## src/rtl/rti_operand_sequencer_if.sv

```systemverilog
// Bundle of the operand-write, issue, engine and response signals of the operand sequencer.
// master = core/engine side, slave = sequencer.
interface rti_operand_sequencer_if #(
  parameter int NUM_FPRTI_REGS = 16,
  parameter int TAG_W          = 5
);
  logic                             wr_valid_i;
  logic                             wr_ready_o;
  logic [3:0]                       wr_idx_i;
  logic [31:0]                      wr_data_i;
  logic                             start_valid_i;
  logic                             start_ready_o;
  logic [TAG_W-1:0]                 start_tag_i;
  logic [NUM_FPRTI_REGS-1:0][31:0]  fprti_regs_o;
  logic                             input_valid_o;
  logic [31:0]                      engine_return_i;
  logic                             engine_valid_i;
  logic                             rsp_valid_o;
  logic                             rsp_ready_i;
  logic [31:0]                      rsp_data_o;
  logic [TAG_W-1:0]                 rsp_tag_o;
  logic [1:0]                       rsp_err_o;
  logic                             busy_o;

  modport master (
    output wr_valid_i, wr_idx_i, wr_data_i, start_valid_i, start_tag_i,
           engine_return_i, engine_valid_i, rsp_ready_i,
    input  wr_ready_o, start_ready_o, fprti_regs_o, input_valid_o,
           rsp_valid_o, rsp_data_o, rsp_tag_o, rsp_err_o, busy_o
  );

  modport slave (
    input  wr_valid_i, wr_idx_i, wr_data_i, start_valid_i, start_tag_i,
           engine_return_i, engine_valid_i, rsp_ready_i,
    output wr_ready_o, start_ready_o, fprti_regs_o, input_valid_o,
           rsp_valid_o, rsp_data_o, rsp_tag_o, rsp_err_o, busy_o
  );
endinterface

```

## src/rtl/rti_operand_sequencer.sv

```systemverilog
// Operand collection and issue front-end for the ray-triangle intersection engine:
// gathers FP32 operands, issues them in parallel, and returns the engine result with tag/status.
//
// state | meaning
// IDLE  | accepting operand writes and start commands
// ISSUE | one-cycle input_valid_o pulse to the engine
// WAIT  | waiting for engine result or timeout
// RESP  | holding the response until the core accepts it
module rti_operand_sequencer #(
  parameter int                        NUM_FPRTI_REGS = 16,
  parameter logic [NUM_FPRTI_REGS-1:0] REQ_MASK       = 16'h7FFF,
  parameter int                        TIMEOUT_CYCLES = 1023,
  parameter int                        TAG_W          = 5
) (
  input  logic                    clk,
  input  logic                    rst_n,
  rti_operand_sequencer_if.slave  bus
);

  typedef enum logic [1:0] {S_IDLE, S_ISSUE, S_WAIT, S_RESP} state_t;

  localparam int CNT_W = (TIMEOUT_CYCLES > 1) ? $clog2(TIMEOUT_CYCLES) : 1;
  localparam logic [CNT_W-1:0]          CNT_LAST = CNT_W'(TIMEOUT_CYCLES - 1);
  localparam logic [NUM_FPRTI_REGS-1:0] SLOT_ONE = NUM_FPRTI_REGS'(1);
  localparam logic [1:0] ERR_OK         = 2'b00;
  localparam logic [1:0] ERR_INCOMPLETE = 2'b01;
  localparam logic [1:0] ERR_TIMEOUT    = 2'b10;

  state_t                          state, state_nxt;
  logic [NUM_FPRTI_REGS-1:0][31:0] slots;
  logic [NUM_FPRTI_REGS-1:0]       mask, mask_wr;
  logic [CNT_W-1:0]                cnt;
  logic [31:0]                     rsp_data;
  logic [TAG_W-1:0]                rsp_tag;
  logic [1:0]                      rsp_err;
  logic                            wr_fire, start_fire, ops_ok, timeout_hit;

  assign wr_fire     = bus.wr_valid_i & bus.wr_ready_o;
  assign start_fire  = bus.start_valid_i & bus.start_ready_o;
  // a write in the start cycle counts toward the completeness check
  assign mask_wr     = mask | (wr_fire ? (SLOT_ONE << bus.wr_idx_i) : '0);
  assign ops_ok      = (mask_wr & REQ_MASK) == REQ_MASK;
  assign timeout_hit = (TIMEOUT_CYCLES != 0) && (cnt == CNT_LAST);

  always_ff @(posedge clk) begin
    if (!rst_n) state <= S_IDLE;
    else        state <= state_nxt;
  end

  always_comb begin
    state_nxt = state;
    case (state)
      S_IDLE:  if (start_fire) state_nxt = ops_ok ? S_ISSUE : S_RESP;
      S_ISSUE: state_nxt = S_WAIT;
      S_WAIT:  if (bus.engine_valid_i || timeout_hit) state_nxt = S_RESP;
      S_RESP:  if (bus.rsp_ready_i) state_nxt = S_IDLE;
      default: state_nxt = S_IDLE;
    endcase
  end

  always_comb begin
    bus.wr_ready_o    = 1'b0;
    bus.start_ready_o = 1'b0;
    bus.input_valid_o = 1'b0;
    bus.rsp_valid_o   = 1'b0;
    bus.busy_o        = 1'b1;
    case (state)
      S_IDLE: begin
        bus.wr_ready_o    = rst_n;
        bus.start_ready_o = rst_n;
        bus.busy_o        = 1'b0;
      end
      S_ISSUE: bus.input_valid_o = 1'b1;
      S_RESP:  bus.rsp_valid_o   = 1'b1;
      default: ;
    endcase
  end

  always_ff @(posedge clk) begin
    if (!rst_n) begin
      slots    <= '0;
      mask     <= '0;
      cnt      <= '0;
      rsp_data <= '0;
      rsp_tag  <= '0;
      rsp_err  <= ERR_OK;
    end else begin
      if (wr_fire) slots[bus.wr_idx_i] <= bus.wr_data_i;
      case (state)
        S_IDLE: begin
          mask <= mask_wr;
          if (start_fire) begin
            rsp_tag <= bus.start_tag_i;
            if (!ops_ok) begin
              rsp_data <= '0;
              rsp_err  <= ERR_INCOMPLETE;
            end
          end
        end
        S_ISSUE: begin
          mask <= '0;
          cnt  <= '0;
        end
        S_WAIT: begin
          cnt <= cnt + CNT_W'(1);
          // a valid result in the timeout cycle still wins
          if (bus.engine_valid_i) begin
            rsp_data <= bus.engine_return_i;
            rsp_err  <= ERR_OK;
          end else if (timeout_hit) begin
            rsp_data <= '0;
            rsp_err  <= ERR_TIMEOUT;
          end
        end
        default: ;
      endcase
    end
  end

  assign bus.fprti_regs_o = slots;
  assign bus.rsp_data_o   = rsp_data;
  assign bus.rsp_tag_o    = rsp_tag;
  assign bus.rsp_err_o    = rsp_err;

endmodule
```

## src/flat_wrapper.sv

```systemverilog
// flat-port wrapper written by rule: the top's interface ports become plain ports
module rti_operand_sequencer_flat 
#(
  parameter int                        NUM_FPRTI_REGS = 16,
  parameter logic [NUM_FPRTI_REGS-1:0] REQ_MASK       = 16'h7FFF,
  parameter int                        TIMEOUT_CYCLES = 1023,
  parameter int                        TAG_W          = 5
)
  (clk, rst_n, bus_wr_valid_i, bus_wr_idx_i, bus_wr_data_i, bus_start_valid_i, bus_start_tag_i, bus_engine_return_i, bus_engine_valid_i, bus_rsp_ready_i, bus_wr_ready_o, bus_start_ready_o, bus_fprti_regs_o, bus_input_valid_o, bus_rsp_valid_o, bus_rsp_data_o, bus_rsp_tag_o, bus_rsp_err_o, bus_busy_o);
  rti_operand_sequencer_if #(.NUM_FPRTI_REGS(NUM_FPRTI_REGS), .TAG_W(TAG_W)) bus_i ();
  input  logic clk;
  input  logic rst_n;
  input wire logic [$bits(bus_i.wr_valid_i)-1:0] bus_wr_valid_i;
  input wire logic [$bits(bus_i.wr_idx_i)-1:0] bus_wr_idx_i;
  input wire logic [$bits(bus_i.wr_data_i)-1:0] bus_wr_data_i;
  input wire logic [$bits(bus_i.start_valid_i)-1:0] bus_start_valid_i;
  input wire logic [$bits(bus_i.start_tag_i)-1:0] bus_start_tag_i;
  input wire logic [$bits(bus_i.engine_return_i)-1:0] bus_engine_return_i;
  input wire logic [$bits(bus_i.engine_valid_i)-1:0] bus_engine_valid_i;
  input wire logic [$bits(bus_i.rsp_ready_i)-1:0] bus_rsp_ready_i;
  output wire logic [$bits(bus_i.wr_ready_o)-1:0] bus_wr_ready_o;
  output wire logic [$bits(bus_i.start_ready_o)-1:0] bus_start_ready_o;
  output wire logic [$bits(bus_i.fprti_regs_o)-1:0] bus_fprti_regs_o;
  output wire logic [$bits(bus_i.input_valid_o)-1:0] bus_input_valid_o;
  output wire logic [$bits(bus_i.rsp_valid_o)-1:0] bus_rsp_valid_o;
  output wire logic [$bits(bus_i.rsp_data_o)-1:0] bus_rsp_data_o;
  output wire logic [$bits(bus_i.rsp_tag_o)-1:0] bus_rsp_tag_o;
  output wire logic [$bits(bus_i.rsp_err_o)-1:0] bus_rsp_err_o;
  output wire logic [$bits(bus_i.busy_o)-1:0] bus_busy_o;
  assign bus_i.wr_valid_i = bus_wr_valid_i;
  assign bus_i.wr_idx_i = bus_wr_idx_i;
  assign bus_i.wr_data_i = bus_wr_data_i;
  assign bus_i.start_valid_i = bus_start_valid_i;
  assign bus_i.start_tag_i = bus_start_tag_i;
  assign bus_i.engine_return_i = bus_engine_return_i;
  assign bus_i.engine_valid_i = bus_engine_valid_i;
  assign bus_i.rsp_ready_i = bus_rsp_ready_i;
  assign bus_wr_ready_o = bus_i.wr_ready_o;
  assign bus_start_ready_o = bus_i.start_ready_o;
  assign bus_fprti_regs_o = bus_i.fprti_regs_o;
  assign bus_input_valid_o = bus_i.input_valid_o;
  assign bus_rsp_valid_o = bus_i.rsp_valid_o;
  assign bus_rsp_data_o = bus_i.rsp_data_o;
  assign bus_rsp_tag_o = bus_i.rsp_tag_o;
  assign bus_rsp_err_o = bus_i.rsp_err_o;
  assign bus_busy_o = bus_i.busy_o;
  rti_operand_sequencer #(.NUM_FPRTI_REGS(NUM_FPRTI_REGS), .REQ_MASK(REQ_MASK), .TIMEOUT_CYCLES(TIMEOUT_CYCLES), .TAG_W(TAG_W)) u_core (.clk(clk), .rst_n(rst_n), .bus(bus_i));
endmodule
```

## config.mk

```make
export PLATFORM = sky130hd
export DESIGN_NAME = rti_operand_sequencer_flat
export DESIGN_NICKNAME = d
export VERILOG_FILES = /design/src/rtl/rti_operand_sequencer_if.sv /design/src/rtl/rti_operand_sequencer.sv /design/src/flat_wrapper.sv
export SDC_FILE = /design/constraint.sdc
export NUM_CORES = 1
export LEC_CHECK = 0
export ABC_CLOCK_PERIOD_IN_PS = 3520
export BUFFER_PORTS_ARGS = -buffer_cell sky130_fd_sc_hd__buf_4
export CORE_AREA = 2 2 249 251
export CTS_CLUSTER_DIAMETER = 100
export DETAILED_ROUTE_END_ITERATION = 7
export DIE_AREA = 0 0 251 253
export PLACE_DENSITY_LB_ADDON = 0.3
export SLEW_MARGIN = 20
export SYNTH_ARGS = -nofsm -noshare
export SYNTH_HDL_FRONTEND = slang
export SYNTH_SLANG_ARGS = --single-unit
export TNS_END_PERCENT = 50
```

## constraint.sdc

```tcl
create_clock -name clk -period 3.52 [get_ports clk]
set_clock_uncertainty 0.05 [all_clocks]
set_input_delay 0.88 -clock clk [delete_from_list [all_inputs] [get_ports clk]]
set_output_delay 0.88 -clock clk [all_outputs]
set_load 0.005 [all_outputs]
```

; Yosys cells after proc, flatten, opt, wreduce, memory -nomap -nowiden
; Index checks and enable logic that the tools add are counted.
[totals]
ff_bits = 579
output_inout_bits = 556
inputBits = 79
word_cells = 73
[op_classes]
add_sub_neg = 1
magnitude_cmp = 2
n_bitwise = 3
mux = 25
reduce_logical = 9
n_shift = 1
eq_ne = 10
[op_table]
columns = cell, n
row1 = $bwmux W512, 1
row2 = $mux W32, 5
row3 = $demux W32 S4, 1
row4 = $pmux W32 S2, 1
row5 = $pmux W16 S2, 1
row6 = $pmux W10 S2, 1
row7 = $mux W16, 1
row8 = $mux W2, 8
row9 = $or A16 B16 Y16, 1
row10 = $shl A1 B4 Y16 const A, 1
row11 = $eq A15 B15 Y1 const B, 1
row12 = $add A10 B1 Y10 const B, 1
row13 = $eq A10 B10 Y1 const B, 1
row14 = $pmux W2 S4, 1
row15 = $reduce_bool A2 Y1, 3
row16 = $lt A4 B5 Y1 const B, 1
row17 = $eq A2 B2 Y1 const B, 2
row18 = $ge A4 B1 Y1 const B, 1
row19 = $mux W1, 4
row20 = $ne A2 B1 Y1 const B, 2
row21 = $ne A2 B2 Y1 const B, 2
row22 = $pmux W2 S2, 1
row23 = $reduce_and A4 Y1, 1
row24 = $ne A3 B2 Y1 const B, 1
row25 = 7 further kinds, 8

; Longest topological paths before layout
; Gate-level depths: netlist of run 1.
[depth]
word_depth = 9
mapped_depth = 12
ltp_nobuf = 9

; Least setup slack after synthesis of run 1
; Ideal clock, no wire load.
[synth_path]
path_kind = input port to flip-flop
startpoint = input bus_wr_idx_i[0]
endpoint = register u_core.rsp_data[10] (netlist: u_core.bus.rsp_data_o[10])
setup_time_ns = 0.117
n_path_buf = 2
arrival_time_ns = 2.933
path_stages = 9
required_time_ns = 3.353
slack_ns = 0.420
path_cell_list = and4b_1 > buf_2 > nand3_1 > a211o_1 > or4_4 > a21oi_2 > nor2_2 > buf_6 > a22o_1
[synth_between]
elab_chain_cells = 6
[synth_rtl]
columns = element, line
row1 = from (decl), flat_wrapper.sv:14  ; input wire logic [$bits(bus_i.wr_idx_i)-1:0] bus_wr_idx_i;
row2 = $shl A1 B4 Y16, rti_operand_sequencer.sv:41  ; assign mask_wr = mask | (wr_fire ? (SLOT_ONE << bus.wr_idx_i) : '0);
row3 = $mux W16, rti_operand_sequencer.sv:41
row4 = $or A16 B16 Y16, rti_operand_sequencer.sv:41
row5 = $eq A15 B15 Y1, rti_operand_sequencer.sv:42  ; assign ops_ok = (mask_wr & REQ_MASK) == REQ_MASK;
row6 = $ne A2 B2 Y1 (no line), -
row7 = $reduce_and A4 Y1 (no line), -
row8 = to (signal assigned), rti_operand_sequencer.sv:108  ; rsp_data <= bus.engine_return_i;
row9 = to (decl), rti_operand_sequencer.sv:33  ; logic [31:0] rsp_data;
; No other way between the ends.
; A chain may end at the register's enable or synchronous reset.

; Worst setup path after layout of run 1
[layout_path]
startpoint = register u_core.state[0]
endpoint = register u_core.rsp_err[0] (netlist: u_core.bus.rsp_err_o[0])
[layout_between]
elab_chain_cells = 8
word_cells_on_any_way = 14
classes_between = eq/ne (5) / mux (3) / bitwise (3) / reduce/logical (3)
[layout_rtl]
columns = element, line
row1 = from (decl), rti_operand_sequencer.sv:29  ; state_t state, state_nxt;
row2 = from (signal assigned), rti_operand_sequencer.sv:47  ; else state <= state_nxt;
row3 = $logic_not A2 Y1, "rti_operand_sequencer.sv:67, rti_operand_sequencer.sv:89"
row4 = $mux W1, rti_operand_sequencer.sv:67  ; case (state)
row5 = $and A1 B1 Y1, rti_operand_sequencer.sv:38  ; assign wr_fire = bus.wr_valid_i & bus.wr_ready_o;
row6 = $mux W16, rti_operand_sequencer.sv:41
row7 = $or A16 B16 Y16, rti_operand_sequencer.sv:41
row8 = $eq A15 B15 Y1, rti_operand_sequencer.sv:42
row9 = $ne A2 B2 Y1 (no line), -
row10 = $reduce_and A4 Y1 (no line), -
row11 = to (signal assigned), rti_operand_sequencer.sv:86  ; rsp_err <= ERR_OK;
row12 = to (signal assigned), rti_operand_sequencer.sv:96  ; rsp_err <= ERR_INCOMPLETE;
row13 = to (signal assigned), rti_operand_sequencer.sv:109  ; rsp_err <= ERR_OK;
row14 = to (decl), rti_operand_sequencer.sv:35  ; logic [1:0] rsp_err;
; Several ways; a longest one is shown, not always the timed one.

==> run metrics, run 1 <==
pin count of the biggest net entering global routing 209; synth unique cells 45; fraction of layout cells with a size suffix above 1 25.9%; number of global-route vias before repair 17662; effective utilization at floorplan 33.3%; Worst R2R End u_core.bus.rsp_err_o[0]; gr ovfl total 0; Core Area 61000 sq um; IO buf count 634; Primary FF master, synth dfxtp_1; flop-to-flop setup slack 0.33 ns; Async S/R FF share, synth 0%; Pins Over Slew Limit 0; top-area cell type share of the netlist area 57.0%; commonest cells in the netlist 1059 x nand2_1, 578 x dfxtp_1, 529 x a21oi_1; TNS Setup 0 ns; crit path kind flip-flop to flip-flop; CTS root buffer clkbuf_16; # Post-CTS Setup Buffers 0; Post-Synth XOR/XNOR Area 0.259%; arrival time at the worst endpoint 3.65 ns; Ant. Diodes 0; Die ar. 63500 sq um; post-route total power 0.0147 W; Layout Cells excl Fill 3931; vias post-DR 19085; max-cap viol count 0; synthesized area 20300 sq um; Final min period 3.19 ns; Post-CTS Hold Fix Bufs 0; clk buf depth 3; Nets 3180; # IOs 635; RSZ-0062 raised after global routing no; syn_area_per_cell 7.85 sq um; Sink Count 578; Simple-Gate Fraction of Synth Area 22.1%; Clock Latency Late Sink 0.63 ns; register clock-pin slew on the reported worst setup and hold paths 0.06 ns; # rows 91; Placer Congestion 0.800; first-pass GRT wire length 116 mm; Post-synth EDFFs 0; endpoints failing hold 0; DIE HEIGHT 253 microns; initial antenna violation count 0; CTS tree built; f_max 314 MHz; cell count after synthesis 2587; most common cell in the netlist nand2_1; final period utilization 90.6%; largest family of logic cells by synthesized area simple AND/OR/NAND/NOR gates; post-layout util 45.6%; Crit Path Max Fanout 7; cell taking the most area after synthesis dfxtp_1; Chip Width 251 microns; Seq cells post-synth 578; multiplexer share of the synthesized area 0.0493%; WP data required 3.98 ns; Synthesized Nets 2673; Detailed Place HPWL 53.0 mm; status completed; WL per Instance 20.4 microns; number of gates resized after CTS 0; Reg2Reg Launch Point u_core.state[0]; VDD IR-drop max 0.400 mV; dpl cells 3821; drt pass-1 iters 7; Synth Area in Compound Gates 15.3%; Critical Path Sink Type flip-flop; synthesis-to-layout area growth 37.1%; Worst Hold Class flip-flop to flip-flop; DR vias/cell 4.85; # DRC 0; post-synthesis sequential area ratio 57.0%; ANT nets after route 0; static leakage 10.9 nW; total wire length 80.0 mm; synth warn 0; cell count of the worst reg-to-reg path 10; DR iter-0 viols 1541; CP startpoint kind flip-flop; CP startpoint u_core.state[0]; Hold Path Cell Cnt 2; power per cell area 528 nW/um^2; Adder-Cell Fraction of Synth Area 0.431%; H-Tree Depth 2; CP Capture Point u_core.bus.rsp_err_o[0]; measured slew at the worst slew-check pin 1.08 ns; total CTS buffers 61; Worst slew margin 28.0%; final setup vio count 0; Total Routing Usage GR 24.0%; Synth area leaders dfxtp_1 57%, nand2_1 20%, a21oi_1 13%, clkbuf_1 4.0%, a22o_1 1.3%
-- cell type report --
class / count / area (sq um)
Inverter: 10 / 45.0
Fill cell: 6047 / 33200
Multi-Input combinational cell: 1756 / 7840
Clock buffer: 92 / 1870
Sequential cell: 578 / 11600
Tap cell: 790 / 988
Timing Repair Buffer: 687 / 5270
Clock inverter: 18 / 253
-- worst max-delay path, cell delays in order (launching register included) --
cell and delay (ns):
dfxtp_1 0.33, inv_1 0.12, ha_1 0.21, and4_1 0.38, a31oi_1 0.15, or4_1 0.55, buf_4 0.15, nor4_1 0.38
or3_1 0.27, a21oi_1 0.10, a2111oi_1 0.37
-- per-layer routing --
metal  global-route usage, %  wire, microns
met3                    6.75           7170
met2                    38.9          36900
met1                    30.9          33500
met4                    7.89           2470
met5                       0              0
-- cell families after synthesis --
| group | count (synthesis) |
|---|---|
| and+or+nand+nor | 1157 |
| AOI/OAI and AO/OA | 585 |
| DFF | 578 |
| buffers and inverters | 253 |
| adders and majority gates | 7 |
| xor gates and xnor gates | 6 |
| muxes | 1 |
-- layout by cell type, fill, tap and decap left out, types with 3 or more instances in the layout --
cell,count
buf_12,9
or3_1,3
clkbuf_8,21
a21oi_1,528
nand3_2,4
nor2_1,34
xor2_1,5
bufinv_16,5
nor2_4,7
clkinv_2,6
ha_1,7
buf_4,678
nand4_1,3
inv_8,3
a22o_1,31
clkbuf_1,9
dfxtp_1,578
inv_1,9
nor3_2,5
nand3_1,12
nand2_1,1058
a41oi_1,5
clkbuf_16,62
nor2_2,4
a31oi_1,5
nand2b_1,3
o21ai_0,4
nor2b_1,5
-- worst min path at each step --
| stage | start | to | slack (ns) |
|---|---|---|---|
| CTS | bus_engine_return_i[21] | u_core.bus.rsp_data_o[21] | 0.38 |
| global route | bus_engine_return_i[10] | u_core.bus.rsp_data_o[10] | 0.40 |
| global placement | u_core.bus.fprti_regs_o[204] | u_core.bus.fprti_regs_o[204] | 0.39 |
| detailed placement | u_core.bus.fprti_regs_o[204] | u_core.bus.fprti_regs_o[204] | 0.40 |
| floorplan | u_core.mask[11] | u_core.mask[11] | 0.38 |
| finish | u_core.bus.fprti_regs_o[221] | u_core.bus.fprti_regs_o[221] | 0.40 |
-- sequential cells by signal, indices dropped and copies added, names as in the netlist --
signal                   flops
u_core.cnt                  10
u_core.state                 2
u_core.bus.rsp_data_o       32
u_core.bus.rsp_tag_o         5
u_core.bus.rsp_err_o         2
u_core.bus.fprti_regs_o    512
u_core.mask                 15
-- where the power goes --
| group | internal [W] | switching (W) |
|---|---|---|
| sequential | 0.00666 | 0.0000737 |
| combinational | 0.000418 | 0.000773 |
| clock | 0.00403 | 0.00274 |
| total | 0.0111 | 0.00359 |
-- through the flow --
stage                     hold WS [ns]  area [sq um]  setup WS [ns]
after global routing             0.395         27800         0.0890
final                            0.401         27800          0.332
after floorplan                  0.384         20300          0.420
after CTS                        0.384         27800          0.311
after global placement           0.390         25700         0.0874
after detailed placement         0.396         25700         0.0477
No activity file was read; power rests on OpenSTA's default activity.
==> inputs of run 2 (changes only) <==
CELL_PAD_IN_SITES_DETAIL_PLACEMENT = 1   (was unset)
CELL_PAD_IN_SITES_GLOBAL_PLACEMENT = 1   (was unset)
CORE_AREA = 2 2 248 250   (was 2 2 249 251)
CTS_CLUSTER_DIAMETER = 60   (was 100)
DIE_AREA = 0 0 250 252   (was 0 0 251 253)
==> run 2 against run 1 <==
Effect of this change:
- maximum frequency shrank 2.5%
- global-route usage grew 2.8 points
- cell area shrank 0.59%
- die area shrank 0.79%
- sequential share of layout area grew 0.25 points
- non-clock buffer count shrank 2
- flip-flop and latch count is the same
- clock power shrank 4.6%
- critical path type unchanged
- critical endpoint unchanged
- largest cell class unchanged
==> run metrics, run 2 (same netlist as run 1, synthesis figures left out) <==
endpoints failing hold 0; power per cell area 521 nW/um^2; crit path kind flip-flop to flip-flop; initial antenna violation count 2; VDD IR-drop max 0.390 mV; Final min period 3.27 ns; dpl ws -0.171 ns; pin count of the biggest net entering global routing 188; status completed; Post-CTS Hold Fix Bufs 0; most frequent cells in the layout 1058 x nand2_1, 679 x buf_4, 578 x dfxtp_1, 528 x a21oi_1, 63 x clkbuf_16; DR iter-0 viols 1159; effective utilization at floorplan 33.8%; Crit path top cell by count buf_4; f_max 306 MHz; DP Area 25700 sq um; M1 WL 37.2 mm; drt pass-1 iters 5; first-pass GRT wire length 129 mm; final setup vio count 0; final worst slack 0.250 ns; static leakage 10.8 nW; fillers 7183; Core Area 60100 sq um; Layout Cells excl Fill 3922; fraction of layout cells with a size suffix above 1 25.8%; Placer Congestion 0.867; Reg2Reg Launch Point u_core.state[0]; RSZ-0062 raised after global routing no; slowest stage cell, crit path or4_1; Sink Count 578; number of global-route vias before repair 20149; cell count of the worst reg-to-reg path 12; register clock-pin slew on the reported worst setup and hold paths 0.06 ns; DIE HEIGHT 252 microns; H-Tree Depth 2; Chip Width 250 microns; WL per Instance 22.6 microns; Met3 Wirelength 6.80 mm; CP startpoint u_core.state[0]; clk buf depth 3; CTS root buffer clkbuf_16; Critical Path Sink Type flip-flop; Ant. Diodes 0; # rows 90; number of flip-flops in the largest register 512; Worst Hold Class flip-flop to flip-flop; worst-path cell chain inv_1 -> ha_1 -> and4_1 -> buf_4 -> a31oi_1 -> or4_1 -> buf_4 -> nor4_2 -> buf_4 -> or3_1 -> a21oi_1 -> a2111oi_1; commonest non-fill, non-tap cell in the layout nand2_1; met2 routed WL 41.9 mm; WP data required 3.96 ns; vias post-DR 20105; Crit Path Max Fanout 8; IO buf count 634; final period utilization 92.9%; # IOs 635; Finished Cell Area 27700 sq um; CP Capture Point u_core.bus.rsp_err_o[0]; Pins Over Slew Limit 0; Clock Latency Late Sink 0.62 ns; Highest Signal Layer met4; gr ovfl total 0; CTS tree built; Hold Path Origin u_core.bus.fprti_regs_o[193]; total CTS buffers 61; dpl cells 3811; Total Routing Usage GR 26.9%; Worst slew margin 28.4%; max-cap viol count 0; Nets 3178; Worst R2R End u_core.bus.rsp_err_o[0]; flop-to-flop setup slack 0.25 ns; measured slew at the worst slew-check pin 1.07 ns; ANT nets after route 0; CP startpoint kind flip-flop; CP peak stage delay 0.57 ns; Detailed Place HPWL 60.5 mm; number of gates resized after CTS 0; total wire length 88.5 mm; synthesis-to-layout area growth 36.3%; Die ar. 63000 sq um; DR vias/cell 5.13; arrival time at the worst endpoint 3.71 ns; # DRC 0; # Post-CTS Setup Buffers 0
## run 2: cell count changes in the layout (fill, tap and decap cells not counted), moves of 2 or more
cell	previous run	this run
clkbuf_8	21	15
clkinv_2	6	12
clkbuf_1	9	13
buf_12	9	6
bufinv_16	5	2
nor2_2	4	1
nor2_4	7	10
inv_6	2	4
inv_8	3	1
## run 2: routing by layer
metal,up-vias,GRT usage [%]
met4,0,8.73
met2,630,45.3
met3,133,7.19
met5,-,0
li1,9337,-
met1,10005,33.4
## run 2: how the worst min path moves through the flow
| stage | to | slack (ns) | depth (start not counted) |
|---|---|---|---|
| 2_1_floorplan | u_core.mask[11] | 0.38 | 2 |
| 3_3_place_gp | u_core.bus.fprti_regs_o[200] | 0.39 | 2 |
| 3_5_place_dp | u_core.bus.fprti_regs_o[27] | 0.40 | 2 |
| 4_1_cts | u_core.bus.rsp_data_o[30] | 0.39 | 2 |
| 5_1_grt | u_core.bus.rsp_data_o[23] | 0.41 | 2 |
| 6_report | u_core.bus.fprti_regs_o[193] | 0.40 | 2 |
## run 2: area by class of cell
| cell class | count | area (sq um) | share of cell area [%] |
|---|---|---|---|
| repair buffers | 685 | 5220 | 18.9 |
| multi-input cells | 1756 | 7860 | 28.4 |
| inverters | 10 | 45.0 | 0.163 |
| well taps | 782 | 978 | 3.53 |
| flip-flops and latches | 578 | 11600 | 41.8 |
| clock inverters | 20 | 173 | 0.624 |
| clock buffers | 91 | 1830 | 6.62 |
## run 2: power breakdown
group | total [W] | internal, W | leakage (nW) | switching [W]
Combinational | 0.00122 | 0.000416 | 5.13 | 0.000801
Sequential | 0.00674 | 0.00666 | 4.66 | 0.0000816
Clock | 0.00646 | 0.00373 | 1.00 | 0.00273
Total | 0.0144 | 0.0108 | 10.8 | 0.00361
## run 2: stage by stage
stage / hold slack [ns] / setup TNS (ns) / power, W / utilization [%]
3_5_place_dp: 0.397 / -1.90 / 0.00809 / 42.7
2_1_floorplan: 0.384 / 0 / 0.00748 / -
5_1_grt: 0.408 / 0 / 0.0149 / 46.0
3_3_place_gp: 0.388 / -2.97 / 0.00805 / 42.7
6_report: 0.401 / 0 / 0.0144 / 46.0
4_1_cts: 0.390 / 0 / 0.0145 / 46.0
## run 2: critical path: cells and delay by family, from the launching register on
family                     cells  cell delay [ns]
and+or+nand+nor                4             1.28
buffers and inverters          4             0.65
AOI/OAI and AO/OA              3             0.61
DFF                            1             0.33
adders and majority gates      1             0.22
